===== config.mk =====
export PLATFORM = sky130hd
export DESIGN_NAME = stream_upsizer
export DESIGN_NICKNAME = d
export VERILOG_FILES = /design/src/rtl/stream_upsizer.sv
export SDC_FILE = /design/constraint.sdc
export NUM_CORES = 1
export LEC_CHECK = 0
export ABC_AREA = 1
export CAP_MARGIN = 10
export CORE_MARGIN = 2
export CORE_UTILIZATION = 47
export DETAILED_ROUTE_END_ITERATION = 10
export HOLD_SLACK_MARGIN = 0.15
export PLACE_DENSITY = 0.87
export SLEW_MARGIN = 20
export SYNTH_ARGS = -nofsm -noshare
export SYNTH_HDL_FRONTEND = slang
export SYNTH_SLANG_ARGS = --single-unit

===== constraint.sdc =====
create_clock -name clk -period 1.25 [get_ports clk]
set_input_delay 0.25 -clock clk [delete_from_list [all_inputs] [get_ports clk]]
set_output_delay 0.25 -clock clk [all_outputs]
set_load 0.02 [all_outputs]

===== src/rtl/stream_upsizer.sv =====
// Packs RATIO narrow words from an upstream FWFT FIFO into one wide word (first word in LSBs)
// and writes it into a downstream FIFO/relay station. Full throughput, one-word HOLD slot.
module stream_upsizer #(
  parameter int IN_WIDTH  = 32,
  parameter int RATIO     = 4,
  localparam int OUT_WIDTH = IN_WIDTH * RATIO,
  localparam int CNT_WIDTH = (RATIO > 1) ? $clog2(RATIO) : 1
) (
  input  logic                 clk,
  input  logic                 reset_n,
  input  logic                 in_empty_n,
  input  logic [IN_WIDTH-1:0]  in_dout,
  output logic                 in_read,
  input  logic                 out_full_n,
  output logic                 out_write,
  output logic [OUT_WIDTH-1:0] out_din,
  output logic                 busy
);

  localparam logic [CNT_WIDTH-1:0] LAST_LANE = CNT_WIDTH'(RATIO - 1);

  logic [OUT_WIDTH-1:0] data_q;
  logic [CNT_WIDTH-1:0] cnt_q;
  logic                 pend_q;
  logic                 acc;
  logic                 last_acc;

  // Handshake is combinational; out_full_n -> in_read is deliberate so a completed word
  // can leave in the same cycle the next lane is accepted. Outputs are forced idle in reset.
  always_comb begin
    in_read   = reset_n & in_empty_n & (~pend_q | out_full_n);
    out_write = reset_n & pend_q & out_full_n;
    out_din   = reset_n ? data_q : '0;
    busy      = reset_n & ((cnt_q != '0) | pend_q);
    acc       = in_empty_n & in_read;
    last_acc  = acc & (cnt_q == LAST_LANE);
  end

  // NOTE: sequential state uses non-blocking assignments only, so every register sees the
  // pre-edge values of its neighbours; the data buffer is reset too because out_din must read 0.
  always_ff @(posedge clk) begin
    if (!reset_n) begin
      data_q <= '0;
      cnt_q  <= '0;
      pend_q <= 1'b0;
    end else begin
      if (acc) begin
        for (int i = 0; i < RATIO; i++) begin
          if (cnt_q == CNT_WIDTH'(i)) data_q[i*IN_WIDTH +: IN_WIDTH] <= in_dout;
        end
        cnt_q <= (cnt_q == LAST_LANE) ? '0 : cnt_q + CNT_WIDTH'(1);
      end
      // A completing lane wins over a concurrent write: the slot is refilled at once.
      if (last_acc)       pend_q <= 1'b1;
      else if (out_write) pend_q <= 1'b0;
    end
  end

endmodule


# Yosys cells after proc, flatten, opt, wreduce, memory -nomap -nowiden
# Cells that the tools add are included.
[totals]
out_inout_bits = 131
ff_bits = 131
[op_classes]
n_bitwise = 10
n_mux = 4
n_reduce_logical = 7
eq_ne = 3
n_addsub = 1
[op_table]
columns = ["cell", "n"]
rows = [
  ["$mux W128", 1],
  ["$reduce_and A2 Y1", 4],
  ["$and A1 B1 Y1", 7],
  ["$eq A2 B2 Y1 const B", 2],
  ["$reduce_bool A2 Y1", 2],
  ["$add A2 B1 Y2 const B", 1],
  ["$eq A2 B1 Y1 const B", 1],
  ["$logic_not A2 Y1", 1],
  ["$mux W1", 2],
  ["$mux W2", 1],
  ["$or A1 B1 Y1", 2],
  ["$not A1 Y1", 1],
]

# Depth between registers and ports, before layout
[logic_depth]
depth_word = 6
depth_mapped = 8

# Worst setup path after synthesis
# OpenSTA, ideal clock, no wires.
[synth_timing]
kind = "reg2out"
startpoint = "register cnt_q[0]"
endpoint = "output port busy"
stages_incl_launch_ff = 6
arrival_time_ns = 1.353
path_slack_ns = -0.353
path_buffers = 2
path_cell_list = "dfxtp_1 -> inv_1 -> ha_1 -> clkbuf_1 -> clkbuf_1 -> a21oi_1"
[synth_between]
elab_chain_cells = 3
[synth_rtl]
columns = ["element", "line", "rtl"]
rows = [
  ["start: declaration", "23", "logic [CNT_WIDTH-1:0] cnt_q;"],
  ["start signal: assignment", "51", "cnt_q <= (cnt_q == LAST_LANE) ? '0 : cnt_q + CNT_WIDTH'(1);"],
  ["$reduce_bool A2 Y1", "34", "busy = reset_n & ((cnt_q != '0) | pend_q);"],
  ["$or A1 B1 Y1", "34", ""],
  ["$and A1 B1 Y1", "34", ""],
  ["end: declaration", "17", "output logic busy"],
]
# Every way passes these cells.

# Worst setup path after layout
[layout_timing]
startpoint = "register cnt_q[1]"
endpoint = "output port busy"
# The elaborated chain is that of the path after synthesis.

==> run summary <==
CTS tree = done
Mean Syn Cell Area = 5.82 µm²
Synth Area in Simple Gates = 0.371
FF+latch area = 0.00278 mm²
Max-Slew Margin vs Limit = 0.770
Fmax = 661 MHz
Yosys reg bits = 131
DRT antenna net count = 0
min cycle time layout = 1510 ps
row cnt = 46
synthesized-area fraction occupied by adder cells = 0.00660
Root Buffer = clkbuf_16
Compound-Gate Fraction of Synth Area = 0.00198
R2R depth = 9
H-tree lvl count = 4
max-cap viol count = 0
hold endpoint = data_q[101]
Final Hold Fails = 0
Syn. warnings = 0
Routed wire per std cell = 16.2 µm
hpwl dp = 15.0 mm
number of cells on the worst hold path = 4
final worst slack = -263 ps
Seq/Total Area, Yosys = 0.346
area of the multi-input gates = 0.00351 mm²
CP Class = flop to primary output
largest family of logic cells by synthesized area = simple AND/OR/NAND/NOR gates
run status = finished with violations
CP cell instances = inv_2 > ha_4 > a21oi_4 > buf_6
Die Wd = 131 µm
DIE HEIGHT = 131 µm
Area Overhead vs Synth = 57.9%
count of input and output buffers = 166
VDD IR max = 1070 µV
unrepaired setup endpoints after global routing = true
FF-to-FF setup slack = -230 ps
# clock sinks = 131
Buf/Inv on CP = 2
slowest cell on the critical path = dfxtp_2
vias in the first global route = 7,298
Top Ports = 167
Worst Path Arrival = 1260 ps
delay-heaviest family, CP = flip-flops
HP Class = input pin to flop
Clock Pin Slew Worst Setup and Hold Paths = 60 ps
CP Max Fanout = 2
Congestion Overflow GR = 0
syn_nets = 1,342
Tcrit/Tclk final = 1.21
P per Cell Area = 990 mW/mm²
largest net degree at the start of global routing = 34
Clock Tree Buf Depth = 2
Critical Path Start Type = flop
Synth cell types = 19
placer congestion estimate = 0.841
first-pass GRT wire length = 36.1 mm
DRT Pass-1 Iters = 7
Critical R2R Launch = cnt_q[1]
Setup Skew = 12.2 ps
failing checks = negative setup slack
Placeable Area = 0.0158 mm²
die area = 0.0172 mm²
routed via count = 8,780
FF-to-FF End = data_q[31]
Initial Utilization = 0.479
Final Setup Violations = 160
Critical Path Max Stage Delay = 340 ps
Fillers = 970
DR vias/cell = 5.03
P_leak = 6.67 nW
worst slew pin tran = 345 ps
Final nets = 1,557
cts hold-fix bufs = 0
max-slew violations = 0
initial antenna violation count = 0
mux contribution to synthesized area = 0
placed instance area = 0.00968 mm²
Hold Path Origin = reset_n
final WL = 28.3 mm
required time of the worst setup path = 1000 ps
number of remaining DRC errors = 0
synthesized area = 0.00758 mm²
layout cells sized above 1 = 0.426
gr usage total = 0.273
Critical Path Sink Type = primary output
n_diodes = 0
worst skew pair latency = 430 ps
Post-Synth XOR/XNOR Area = 0
Num CTS Buffers = 17
final instance area = 0.0120 mm²
DRT iter0 DRCs = 901
TNS Setup = -16,220 ps
Cells after Synth = 1,302
[synth_stat cells]
cell,instances,area [µm²]
nand2_2,1,6.26
nand2_4,1,11.3
nor2_1,129,484
o21ai_0,2,10.0
nor3_1,1,5.00
inv_4,1,6.26
buf_1,14,52.6
nand2_1,389,1460
nand4_1,128,801
inv_1,424,1590
dfxtp_1,131,2620
buf_6,12,135
nand3_2,4,40.0
a21oi_1,1,5.00
ha_1,4,50.1
nand3_1,1,5.00
clkbuf_1,7,26.3
buf_4,3,22.5
buf_2,49,245
[report_power, final]
group          switching, mW  internal (mW)
registers              0.141           4.42
clock network           1.83           2.70
logic                   1.54           1.21
[stage by stage]
| stage | setup WS (ps) | instances | hold slack [ps] | power, mW | util |
|---|---|---|---|---|---|
| finish | -263 | 1744 | 277 | 11.8 | 0.756 |
| global route | -277 | 1744 | 281 | 12.2 | 0.756 |
| CTS | -224 | 1716 | 298 | 11.3 | 0.675 |
| detailed placement | -529 | 1662 | 497 | 6.54 | 0.612 |
| floorplan | -92.7 | 1302 | 476 | 5.80 | - |
| global placement | -502 | 1662 | 493 | 6.49 | 0.612 |
[final cells by class]
cell class                      count  area share
Timing Repair Buffer              281       0.274
Tap cell                          216      0.0226
Sequential cell                   131       0.233
Inverter                          425       0.134
Multi-Input combinational cell    661       0.293
Clock buffer                       25      0.0414
Clock inverter                      5     0.00230
[metal layers]
metal | vias up | part of all wire | global-route usage
met5 | - | 0 | 0
met4 | 0 | 0.055 | 0.130
met3 | 143 | 0.092 | 0.0676
met2 | 536 | 0.48 | 0.452
met1 | 3973 | 0.37 | 0.333
li1 | 4128 | - | -
[worst min-delay path: cells and delay by family]
kind	cells	cell delay, ps
buf+inv	2	310
simple gates	2	110
[state kept, by name, indices dropped and copies added (netlist names)]
| name | cells |
|---|---|
| data_q | 128 |
| pend_q | 1 |
| cnt_q | 2 |
[cells by family after synthesis]
group,Yosys count
DFF,131
and+or+nand+nor,654
AOI/OAI and AO/OA,3
adders and majority gates,4
buffers and inverters,510
[worst max path at each step]
| stage | end | slack (ps) | startpoint | cells past startpoint |
|---|---|---|---|---|
| after floorplan | busy | -90 | cnt_q[0] | 5 |
| final | busy | -260 | cnt_q[1] | 4 |
| after global placement | out_write | -500 | out_full_n | 4 |
| after detailed placement | out_write | -530 | out_full_n | 4 |
| after global routing | data_q[31] | -280 | cnt_q[1] | 9 |
| after CTS | busy | -220 | cnt_q[0] | 4 |
[cell usage in the layout (no fill, tap or decap), types with 20 or more instances in the layout]
master,instances
inv_1,322
buf_6,139
inv_2,102
nand2_4,37
dfxtp_2,128
buf_4,69
nand2_1,277
clkdlybuf4s50_1,33
nor2_2,23
buf_12,20
nand4_1,128
nor2_1,106
clkbuf_16,27
nand2_2,76
[timing repair]
action	in CTS	in global routing
setup buffers	19	21
pin swaps	13	74
setup endpoints to repair	249	257
gates resized for setup	812	415
gates cloned	7	14
hold endpoints to repair	0	0
Power figures use the tool's default switching activity.
